--- config.mk ---
export PLATFORM = sky130hd
export DESIGN_NAME = sample_discriminator_sequencer
export DESIGN_NICKNAME = d
export VERILOG_FILES = /design/src/rtl/rx_pkg.sv /design/src/rtl/tx_pkg.sv /design/src/rtl/sample_discriminator_sequencer.sv
export SDC_FILE = /design/constraint.sdc
export NUM_CORES = 1
export LEC_CHECK = 0
export ABC_CLOCK_PERIOD_IN_PS = 4600
export BUFFER_PORTS_ARGS = -buffer_cell sky130_fd_sc_hd__clkbuf_2
export CAP_MARGIN = 10
export CORE_MARGIN = 1
export CORE_UTILIZATION = 45
export DETAILED_ROUTE_END_ITERATION = 10
export GPL_TIMING_DRIVEN = 0
export SETUP_SLACK_MARGIN = 0.1
export SYNTH_ARGS = -nofsm -noshare
export SYNTH_HDL_FRONTEND = slang
export SYNTH_SLANG_ARGS = --single-unit
--- constraint.sdc ---
create_clock -name adc_clk -period 4.6 [get_ports adc_clk]
set_input_delay 0.23 -clock adc_clk [delete_from_list [all_inputs] [get_ports adc_clk]]
set_output_delay 0.23 -clock adc_clk [all_outputs]
set_load 0.05 [all_outputs]
--- src/rtl/rx_pkg.sv ---
// ==========================================================================
// rx_pkg: receive-chain shared types and constants. Rev 1.0
// ==========================================================================
`default_nettype none

package rx_pkg;

  typedef enum logic [2:0] {
    SEQ_IDLE    = 3'd0,
    SEQ_FLUSH   = 3'd1,
    SEQ_CAPTURE = 3'd2,
    SEQ_DRAIN   = 3'd3,
    SEQ_DONE    = 3'd4
  } discriminator_seq_state_t;

endpackage

`default_nettype wire

--- src/rtl/tx_pkg.sv ---
// ==========================================================================
// tx_pkg: transmit-chain shared constants. Rev 1.0
// ==========================================================================
`default_nettype none

package tx_pkg;

  // Number of digital trigger lines into the discriminator.
  localparam int CHANNELS = 4;

endpackage

`default_nettype wire

--- src/rtl/sample_discriminator_sequencer.sv ---
// ==========================================================================
// sample_discriminator_sequencer: flush / capture / drain sequencer for a
// sample_discriminator capture, all outputs registered. Rev 1.0
// ==========================================================================
`default_nettype none

module sample_discriminator_sequencer
  import rx_pkg::*;
#(
  parameter int MAX_DELAY_CYCLES = 128,
  parameter int COUNT_BITS       = 32,
  parameter int FLUSH_TIMEOUT    = 4 * MAX_DELAY_CYCLES
) (
  input  logic                        adc_clk,
  input  logic                        adc_reset,
  input  logic                        adc_start,
  input  logic                        adc_abort,
  input  logic [COUNT_BITS-1:0]       adc_capture_samples,
  input  logic [COUNT_BITS-1:0]       adc_trigger_offset,
  input  logic [tx_pkg::CHANNELS-1:0] adc_trigger_mask,
  input  logic                        adc_in_valid,
  input  logic                        adc_out_valid,
  output logic                        adc_reset_state,
  output logic [tx_pkg::CHANNELS-1:0] adc_digital_trigger_out,
  output logic                        adc_busy,
  output logic                        adc_done,
  output logic                        adc_timeout
);

  localparam int C_DRAIN_CYCLES = 2 + 2 * MAX_DELAY_CYCLES;
  localparam int C_DRAIN_W      = $clog2(C_DRAIN_CYCLES + 1);
  localparam int C_TO_W         = $clog2(FLUSH_TIMEOUT + 1);

  localparam logic [C_DRAIN_W-1:0] C_DRAIN_LAST = C_DRAIN_W'(C_DRAIN_CYCLES - 1);
  localparam logic [C_TO_W-1:0]    C_TO_LAST    = C_TO_W'(FLUSH_TIMEOUT - 1);

  discriminator_seq_state_t r_state;

  logic [COUNT_BITS-1:0]       r_cap;
  logic [COUNT_BITS-1:0]       r_off;
  logic [tx_pkg::CHANNELS-1:0] r_mask;
  logic                        r_trig_en;

  logic [COUNT_BITS-1:0]       r_sample_cnt;
  logic [C_DRAIN_W-1:0]        r_drain_cnt;
  logic [C_TO_W-1:0]           r_to_cnt;
  logic                        r_flush_b;

  logic                        r_reset_state;
  logic [tx_pkg::CHANNELS-1:0] r_trig;
  logic                        r_busy;
  logic                        r_done;
  logic                        r_timeout;

  logic [COUNT_BITS-1:0]       w_sample_inc;

  // Saturating increment so an all-ones capture length still terminates.
  assign w_sample_inc = (r_sample_cnt == {COUNT_BITS{1'b1}}) ? r_sample_cnt
                                                             : r_sample_cnt + COUNT_BITS'(1);

  always_ff @(posedge adc_clk) begin
    if (adc_reset) begin
      r_state       <= SEQ_IDLE;
      r_cap         <= '0;
      r_off         <= '0;
      r_mask        <= '0;
      r_trig_en     <= 1'b0;
      r_sample_cnt  <= '0;
      r_drain_cnt   <= '0;
      r_to_cnt      <= '0;
      r_flush_b     <= 1'b0;
      r_reset_state <= 1'b0;
      r_trig        <= '0;
      r_busy        <= 1'b0;
      r_done        <= 1'b0;
      r_timeout     <= 1'b0;
    end else begin
      r_trig <= '0;
      r_done <= 1'b0;
      if (adc_abort) begin
        r_state       <= SEQ_IDLE;
        r_reset_state <= 1'b0;
        r_busy        <= 1'b0;
      end else begin
        case (r_state)
          SEQ_IDLE: begin
            if (adc_start) begin
              r_cap         <= adc_capture_samples;
              r_off         <= adc_trigger_offset;
              r_mask        <= adc_trigger_mask;
              r_trig_en     <= (adc_trigger_offset < adc_capture_samples) && (|adc_trigger_mask);
              r_timeout     <= 1'b0;
              r_to_cnt      <= '0;
              r_flush_b     <= 1'b0;
              r_reset_state <= 1'b1;
              r_busy        <= 1'b1;
              r_state       <= SEQ_FLUSH;
            end
          end

          // Phase A: first input valid; phase B: output side quiet.
          SEQ_FLUSH: begin
            if (r_flush_b && !adc_out_valid) begin
              r_state       <= SEQ_CAPTURE;
              r_reset_state <= 1'b0;
              r_sample_cnt  <= '0;
            end else if (r_to_cnt == C_TO_LAST) begin
              r_timeout     <= 1'b1;
              r_state       <= SEQ_IDLE;
              r_reset_state <= 1'b0;
              r_busy        <= 1'b0;
            end else begin
              r_to_cnt <= r_to_cnt + C_TO_W'(1);
              if (adc_in_valid) begin
                r_flush_b <= 1'b1;
              end
            end
          end

          SEQ_CAPTURE: begin
            if (r_cap == '0) begin
              r_state     <= SEQ_DRAIN;
              r_drain_cnt <= '0;
            end else if (adc_in_valid) begin
              r_sample_cnt <= w_sample_inc;
              if (r_trig_en && (r_sample_cnt == r_off)) begin
                r_trig <= r_mask;
              end
              if (w_sample_inc == r_cap) begin
                r_state     <= SEQ_DRAIN;
                r_drain_cnt <= '0;
              end
            end
          end

          SEQ_DRAIN: begin
            if (r_drain_cnt == C_DRAIN_LAST) begin
              r_state <= SEQ_DONE;
            end else begin
              r_drain_cnt <= r_drain_cnt + C_DRAIN_W'(1);
            end
          end

          SEQ_DONE: begin
            r_done  <= 1'b1;
            r_busy  <= 1'b0;
            r_state <= SEQ_IDLE;
          end

          default: begin
            r_state       <= SEQ_IDLE;
            r_reset_state <= 1'b0;
            r_busy        <= 1'b0;
          end
        endcase
      end
    end
  end

  assign adc_reset_state         = r_reset_state;
  assign adc_digital_trigger_out = r_trig;
  assign adc_busy                = r_busy;
  assign adc_done                = r_done;
  assign adc_timeout             = r_timeout;

endmodule

`default_nettype wire
[After elaboration in Yosys (flattened, before gate mapping)]
Cells that the tools add are included.
Word-level totals
  register bits after elaboration: 132
  logic and storage cells: 106
  bits of input ports: 74
Cells by class
  equal/unequal tests: 22
  reduce and logical (&&, ||, !) cells: 23
  order comparisons: 1
  mux-type cells: 37
  bitwise gates (word level): 6
  add/sub/neg operators: 3
Operators with widths (count)
  $mux W32: 4
  $eq A32 B32 Y1: 2
  $pmux W32 S2: 1
  $mux W9: 4
  $add A32 B1 Y32 const B: 1
  $eq A32 B32 Y1 const B: 1
  $logic_not A32 Y1: 1
  $lt A32 B32 Y1: 1
  $mux W10: 3
  $reduce_and A5 Y1: 5
  $mux W3: 7
  $ne A2 B2 Y1 const B: 10
  $pmux W10 S2: 1
  $pmux W9 S2: 1
  $pmux W3 S4: 1
  $mux W1: 11
  $add A10 B1 Y10 const B: 1
  $eq A10 B9 Y1 const B: 1
  $add A9 B1 Y9 const B: 1
  $eq A9 B9 Y1 const B: 1
  $ne A3 B3 Y1 const B: 3
  $eq A3 B2 Y1 const B: 2
  $not A1 Y1: 6
  $pmux W1 S3: 2
  14 further kinds: 21

[Logic depth before layout (Yosys ltp)]
Gate-level depths: netlist of run 1.
  depth after elaboration: 7
  depth in mapped cells: 13
  depth with buffers taken out: 11

[Worst setup path after synthesis of run 1]
Ideal clock, no wire load.
  path kind: reg2reg
  from: register r_sample_cnt[0]
  to: register r_drain_cnt[0]
  stages on the path, launching flop included: 13
  setup time: 115 ps
  path buffers: 2
  data required time: 4485 ps
  path slack: 1111 ps
  arrival time: 3373 ps
  path through: dfxtp_1 ha_1 buf_2 nand3_2 or4_1 buf_2 a21oi_2 nand2b_2 or3_1 a2111o_1 nor4_4 nor2_2 a31o_1
On the way
  word-level cells in the longest chain between the ends: 5
Ends and longest elaborated chain
  from (decl): RTL line sample_discriminator_sequencer.sv:44  | logic [COUNT_BITS-1:0] r_sample_cnt;
  from (signal assigned): RTL line sample_discriminator_sequencer.sv:125  | r_sample_cnt <= w_sample_inc;
  $add A32 B1 Y32 or $eq A32 B32 Y1 (tied branches): RTL line sample_discriminator_sequencer.sv:59, sample_discriminator_sequencer.sv:58
  $mux W32 *: RTL line sample_discriminator_sequencer.sv:58  | assign w_sample_inc = (r_sample_cnt == {COUNT_BITS{1'b1}}) ? r_sample_cnt
  $eq A32 B32 Y1 *: RTL line sample_discriminator_sequencer.sv:129  | if (w_sample_inc == r_cap) begin
  $ne A3 B3 Y1 (no source line) *
  $reduce_and A5 Y1 (no source line) *
  to (signal assigned): RTL line sample_discriminator_sequencer.sv:140  | r_drain_cnt <= r_drain_cnt + C_DRAIN_W'(1);
  to (decl): RTL line sample_discriminator_sequencer.sv:45  | logic [C_DRAIN_W-1:0] r_drain_cnt;
Every way passes the cells marked *; elsewhere a longest branch is shown, timed or not.
A chain may end at the register's enable or synchronous reset.

[Final worst setup path of run 1]
  from: register r_sample_cnt[1]
  to: register r_drain_cnt[0]
Same word-level chain as after synthesis.

==> out/summary.md, run 1 <==
In this run, synthesis inferred 0 flip-flops with an integrated enable. Critical hold path startpoint: adc_capture_samples[3]. The tools report the worst-case hold slack as 35.0 ps. The tools report the distinct cell type count of the synthesized netlist as 66.

The type of origin of the critical path is a register. The run gives 18500 sq um as the area of the die. The synthesis-stage register bit count works out to 132. The total leakage power was 3.70 nW; the summed instance area of the synthesized netlist was 8100 sq um. Counting every sink on the clock net gives 132. TritonCTS built the clock tree.

For this block, the via count after detailed routing is 8218. The count of nets left with antenna violations once routing finished came out at 0. The path type of the worst min-delay path was in -> reg. Once the floorplan was initialized, standard cells occupied 46.5% of the core. For this run, the post-layout net count is 1292. Leaving out fill and tap cells, the most frequent cell in the layout is nand2_1.

The final number of max-transition violations came out at 0. After clock tree synthesis, the setup repair step added 0 buffers. Setup repair after global routing left no endpoint under its margin. For this block, the initial DRC count from the detailed router was 656.

Derived from the worst setup path, the maximum achievable clock frequency is 232 MHz. The count of buffers inserted at the top-level ports came out at 80. Global routing finished with a remaining overflow of 0. For this design the top-level I/O count stands at 82.

Worst-case hold path end point: r_cap[3]$_SDFFE_PP0P_. The critical path in this run is classified as reg -> reg. Measured against its own limit, the worst slew margin works out to 31.4%. In the global route stage, overall resource usage came out at 29.6%. In this run the cell area measured after placement is 8780 sq um. Dividing the detail-routed wire length by the instance count gives 18.7 um. The tools report the number of standard cells after synthesis as 1084.

The number of nets in the synthesized netlist came out at 1193. Dividing total power by cell area gives a power density of 310 nW/um^2. The peak fanout along the critical path was 9. The repair_antennas step left the layout with diodes totalling 0.

Summed over all nets, the half-perimeter wirelength after detailed placement is 20900 um. The run gives 430 ps as the worst-skew pair later-pin latency. The congestion estimate from routability-driven global placement came to 0.948. The cell total after placement is 1389, and the floorplan die width is 136 um. Number of antenna violations at the first check in global routing: 0. Among all flip-flop cells after synthesis, the most frequent one is dfxtp_1. The worst setup path is captured at a register.

The longest clock path from root to sink contains 2 buffers. The run gives 289 ps as the worst setup slack after layout. After routing, the total negative slack on setup checks comes to 0 ps.

The depth of the CTS H-tree is 4. In the layout the commonest cells are nand2_1, dfxtp_1, a21oi_1, clkbuf_2, nor2_1. Setup violations remaining at the end of the flow were counted as 0. The tools report the signal arrival time at the worst endpoint as 4620 ps. Clock tree synthesis selected as its root buffer the cell clkbuf_16. The tools report the worst setup slack after placement as 416 ps. The tool flagged a number of max-cap violations equal to 0.

The share of the core filled with cells in the final layout is 53.8%. After layout, the design draws a total of 2.90 mW. The first global-routing pass estimated 41000 um of wire. Across the VDD grid, the largest voltage drop is 0.000217 V.

Between clock sinks in the finished design, the worst skew comes to 10.1 ps. The die is 136 um tall. The post-synthesis async set-or-reset flop share is 0%, and the pin count of the biggest net entering global routing is 17.

After clock tree synthesis, the clock-pin slew on the worst setup and hold paths is 60 ps. The synthesized area per cell is 7.47 sq um, and the area added between synthesis and finish is 15.6%. The count of cells resized by post-cts repair was 0. Once layout is complete, the cells apart from fillers number 1419.

The number of hold violations in the final report was 0. The share of cells above drive strength 1 was 12.8%; the minimum setup slack among reg-to-reg paths was 290 ps. Of the synthesized area, sequential elements account for 32.6%. The via count of the first global-routing pass is 7317, and the required arrival time at the worst endpoint is 4910 ps. In this run the critical register-to-register path is captured at r_drain_cnt[0]$_SDFFE_PP0P_. The clock period could shrink to 4310 ps.

The launch point of the worst reg-to-reg path is r_sample_cnt[1]$_SDFFE_PP0P_. The number of cells on the worst reg-to-reg path is 12. Yosys printed 0 warnings.

The floorplan step defined a core boundary enclosing 17400 sq um. After clock tree synthesis, the flow added hold-fix buffers numbering 0. The logs give 5 for the first-pass iteration count of the detailed router and 17 for the CTS buffer count. Using the TritonRoute via totals, the vias-per-cell ratio works out to 5.79.

For the pin with the worst max-slew slack, the measured transition is 1020 ps. In this run the core area contains 48 standard-cell rows. After detailed routing, the number of remaining DRC violations is 0. Once layout is done, the placed cells without fillers occupy 9360 sq um.

The tools report the routed wire length as 26500 um. The final critical path takes up 93.7% of the cycle. The run finished with clean final reports. The count of cells along the worst hold path works out to 3.
-- worst max-delay path: stages (launching register included) --
cell and delay, ps:
dfxtp_1 540, ha_1 210, buf_2 200, nand3_2 190
or4_1 540, buf_2 170, nor3_2 480, nand4_1 270
a211oi_1 350, o2111ai_1 340, nor4_4 480, nor2_2 170
a31o_1 250
-- synthesized netlist by cell type, types with 3 or more instances --
cell type,n,area [sq um]
o21ai_0,41,205
nor3_1,40,200
and2_1,7,43.8
xor2_1,24,210
nor4_1,22,138
nand3_1,24,120
nor2b_1,9,56.3
buf_2,26,130
inv_1,42,158
o21a_1,7,52.6
a21oi_1,126,631
nand2b_1,5,31.3
xnor2_1,51,447
buf_1,3,11.3
a211oi_1,7,52.6
nor4b_1,6,52.6
or4_1,5,37.5
o22ai_1,5,31.3
mux2i_1,4,40.0
nand2_1,202,758
o2111ai_1,3,26.3
ha_1,35,438
a41oi_1,4,35.0
and3_1,9,56.3
a31oi_1,8,50.1
nor4_4,3,63.8
and4_1,4,35.0
dfxtp_1,132,2640
or3_1,10,62.6
o211ai_1,5,37.5
o211a_1,3,30.0
a31o_1,3,26.3
a2111oi_0,3,26.3
a21o_1,18,135
clkbuf_1,46,173
a311oi_1,11,96.3
nand4_1,29,181
nor2_1,64,240
-- sequential cells by signal (all words and copies together) (netlist names), 3 cells and up --
name and cells:
r_state 3, r_cap 32, r_off 32, r_drain_cnt 9, r_to_cnt 10, r_mask 4, adc_digital_trigger_out 4, r_sample_cnt 32
-- power by group --
part	leakage, nW	total [mW]	internal, mW	switching [mW]
clock network	0.278	1.35	0.822	0.527
logic	2.35	0.334	0.134	0.200
registers	1.07	1.22	1.18	0.0392
-- worst max path at each step --
stage | endpoint | startpoint
floorplan | r_drain_cnt[0]$_SDFFE_PP0P_ | r_sample_cnt[0]$_SDFFE_PP0P_
global placement | r_drain_cnt[0]$_SDFFE_PP0P_ | r_sample_cnt[1]$_SDFFE_PP0P_
detailed placement | r_drain_cnt[0]$_SDFFE_PP0P_ | r_sample_cnt[1]$_SDFFE_PP0P_
CTS | r_drain_cnt[0]$_SDFFE_PP0P_ | r_sample_cnt[1]$_SDFFE_PP0P_
global route | r_drain_cnt[0]$_SDFFE_PP0P_ | r_sample_cnt[1]$_SDFFE_PP0P_
finish | r_drain_cnt[0]$_SDFFE_PP0P_ | r_sample_cnt[1]$_SDFFE_PP0P_
-- kinds of logic after synthesis --
kind of cell,share of synthesized area [%]
mux,0.494
compound gates,19.8
xor+xnor,8.11
simple gates,27.7
flops,32.6
buf+inv,5.82
fa+ha+maj,5.41
-- metal layers --
layer  global-route usage, %  routed length, um  vias to the layer above
met3                    4.18               1770                       50
met1                    41.6              12300                     3802
met5                       0                  0                        -
met4                    14.1                988                        0
met2                    44.2              11400                      328
li1                        -                  -                     4038
-- final cells by class --
class	instances	area (sq um)
sequential	132	2640
buffer	75	314
tap	225	282
timing repair buffer	80	400
fill	1740	8050
clock buffer	19	453
multi-input combinational	835	4990
clock inverter	11	128
inverter	42	158
No activity file was read; power rests on OpenSTA's default activity.
==> inputs of run 2 (changes only) <==
Settings changed: CELL_PAD_IN_SITES_DETAIL_PLACEMENT set to 0, CELL_PAD_IN_SITES_GLOBAL_PLACEMENT set to 1, CORE_UTILIZATION 45 to 44, PLACE_DENSITY_LB_ADDON set to 0.1, REMOVE_ABC_BUFFERS set to 1, SKIP_LAST_GASP set to 1.
==> run 2 against run 1 <==
  * Utilization decreased by 2.7 points
  * Setup slack improved by 76 ps
  * Sequential share of layout area rose by 0.48 points
  * Wire length shrank 11%
  * Worst hold slack lost 5.0 ps
  * Maximum frequency increased by 1.8%
  * Clock-buffer cell count decreased by 2
  * Via count down 6.8%
  * Clock skew about the same
  * Final cell count fell by 4.5%
  * Critical path type unchanged
  * Largest power group unchanged
==> out/summary.md, run 2 (synthesized netlist as in run 1, its figures left out) <==
Counting along the longest clock path gives a buffer depth of 2. The tools report the TritonCTS sink count as 132. The final cycle utilization of the critical path was 92.1%. The worst setup path is launched from a register.

The clock transition at the registers of the reported paths came out at 70 ps. The worst setup slack after layout was 365 ps. The count of buffers inserted at the top-level ports is 81, and the cell-internal power is 2.17 mW. Most common library cell in the layout ignoring fill and taps: nand2_1. The analysis attributes to cell leakage a power of 3.57 nW. The setup TNS was 0 ps. The logs give 18000 sq um for the total core area and 4560 ps for the signal arrival time at the worst endpoint.

The launch point of the worst reg-to-reg path is r_sample_cnt[1]$_SDFFE_PP0P_. For this configuration, the core starts out at a cell density of 44.9%. Length in cells of the worst reg-to-reg path: 10. The clock skew is 9.70 ps. The critical path runs through a total of 10 cells.

Per report_power, the sequential group accounts for 41.3% of the total. The die is 138 um wide. Share of cells above drive strength 1: 12.3%. For the maximum vdd drop, the log shows 0.000239 V. In this run the worst path has a maximum fanout of 32. The tools report the area of the multi-input gates as 5010 sq um. Slew at the pin closest to its max-slew limit: 947 ps.

The via count is 7659, and the worst-skew pair later-pin latency is 430 ps. The run gives 1858 as the layout filler cell count. The launch point of the critical path was r_sample_cnt[1]$_SDFFE_PP0P_. The first global-routing pass estimated 37100 um of wire. The share of total power dissipated in combinational logic is 11.2%. The pre-antenna-repair detailed-routing pass consisted of 5 iterations. The via count of the first global-routing pass is 6818. The average via count per standard cell was 5.65. For the worst setup slack after placement, the log shows -319 ps. The register area is 2640 sq um.

The tools report the number of setup violations in the final report as 0. The peak per-stage delay on the critical path was 580 ps. The finished cells cover 9210 sq um.

For the initial detailed-routing violation count, the log shows 503. The path class of the tightest hold or removal check is in -> reg. The run finished with clean final reports.

Max-cap violations in this run came to 0. The top cell types in the final layout, fill and taps aside, are nand2_1, dfxtp_1, a21oi_1, clkbuf_2, nor2_1. The global routing usage summed across all routing layers is 26.0%, and the I/O pin count is 82. The run gives 0 as the count of antenna diodes in the layout. The tools report the depth of the CTS H-tree as 4.

In this run the clock root is driven by a clkbuf_16. Including well taps, the total number of placed cells is 1324. The routed wire length is 23500 um. The clock network fraction of design power is 47.5%, and the post-route antenna net violation count is 0.

Dividing the detail-routed wire length by the instance count gives 17.3 um. After detailed routing, the number of remaining DRC violations is 0. The required arrival time at the worst endpoint came out at 4920 ps. Derived from the worst setup path, the maximum achievable clock frequency is 236 MHz.

From bottom edge to top edge, the die measures 138 um. The worst register-to-register path ends at r_drain_cnt[0]$_SDFFE_PP0P_. The worst setup path is captured at a register. Summed over all nets, the half-perimeter wirelength after detailed placement is 17300 um.

The cell occurring most often along the worst timing path is nor4_4. For this run the aggregate overflow at the end of global routing stands at 0. The minimum setup slack among reg-to-reg paths is 360 ps. Number of antenna violations at the first check in global routing: 0. The tools report the row count as 49. The post-route minimum period came out at 4240 ps. The switching share of power was 26.7%. Together, buffers and inverters on the worst path number 0. Power spread over the standard cell area amounts to 322 nW/um^2. The weighted congestion reported at the end of routability-driven placement is 0.880, and the area of the die is 19000 sq um.

For the headroom to the max-slew limit, the log shows 36.2%. The final number of max-transition violations is 0, and the net count reported at finish is 1223. The finished layout holds 1355 standard cells, fillers aside.

Entering global routing, the biggest net connects 71 pins. Setup repair after global routing left no endpoint under its margin. In this run the power spent charging and discharging nets is 0.790 mW.

The tools report the post-placement cell area as 8590 sq um. Capture point of the worst path: r_drain_cnt[0]$_SDFFE_PP0P_. TritonCTS built the clock tree.

The largest registers in the layout are r_cap (32), r_off (32), r_sample_cnt (32). The power consumption was 2.96 mW; the area added between synthesis and finish was 13.7%. The tools report the CTS buffer count as 17. Cell type group with the largest total delay on the critical path: simple AND/OR/NAND/NOR gates.

The critical path goes through ha_1 -> nand3_2 -> nor4_4 -> and3_4 -> o211ai_1 -> a2111o_1 -> or4_4 -> nor4_4 -> nor2_2 -> a31o_1. The critical path class is reg -> reg. The tools report the number of hold violations in the final report as 0. Among all stages on the critical path, the largest delay is contributed by or4_4.
==> run 2: how the worst min path moves through the flow <==
stage / start / end / cells after the start
finish: adc_capture_samples[28] / r_cap[28]$_SDFFE_PP0P_ / 3
global route: adc_capture_samples[1] / r_cap[1]$_SDFFE_PP0P_ / 3
CTS: adc_capture_samples[10] / r_cap[10]$_SDFFE_PP0P_ / 3
detailed placement: r_mask[1]$_SDFFE_PP0P_ / adc_digital_trigger_out[1]$_SDFF_PP0_ / 1
global placement: r_mask[3]$_SDFFE_PP0P_ / adc_digital_trigger_out[3]$_SDFF_PP0_ / 1
floorplan: adc_reset / r_cap[0]$_SDFFE_PP0P_ / 1
==> run 2: timing repair <==
item | in CTS | in global routing
setup endpoints to repair | 10 | 8
gates cloned | 0 | 0
buffers inserted | 0 | 0
resized for setup | 2 | 1
hold buffers | 0 | 0
pin swaps | 0 | 1
==> run 2: worst register-to-register path: stages (launching register included) <==
cell and delay, ps:
dfxtp_1 490, ha_1 400, nand3_2 240, nor4_4 460
and3_4 510, o211ai_1 160, a2111o_1 460, or4_4 580
nor4_4 420, nor2_2 160, a31o_1 240
==> run 2: stage by stage <==
| stage | utilization, % | hold WS (ps) |
|---|---|---|
| finish | 51.1 | 30.1 |
| global route | 51.1 | 24.0 |
| CTS | 51.0 | 21.0 |
| detailed placement | 47.7 | 441 |
| global placement | 47.0 | 436 |
| floorplan | - | 299 |
==> run 2: final cells by class <==
class	count	area share, %
Inverter	42	1.71
Clock inverter	14	1.94
Timing Repair Buffer	86	5.45
Multi-Input combinational cell	835	54.5
Clock buffer	17	4.62
Tap cell	229	3.11
Sequential cell	132	28.7
==> run 2: metal layers <==
metal	track usage, %	vias to the layer above	routed length, um
met3	5.74	32	1190
li1	-	3893	-
met2	41.1	184	10600
met5	0	-	0
met1	34.9	3550	11200
met4	8.57	0	447
==> run 2: power by group through the flow <==
stage	clock (mW)	combinational, mW	sequential [mW]
3_3_place_gp	0	0.328	1.25
5_1_grt	1.48	0.375	1.23
6_report	1.41	0.333	1.22
2_1_floorplan	0	0.195	1.24
4_1_cts	1.43	0.334	1.22
3_5_place_dp	0	0.332	1.25
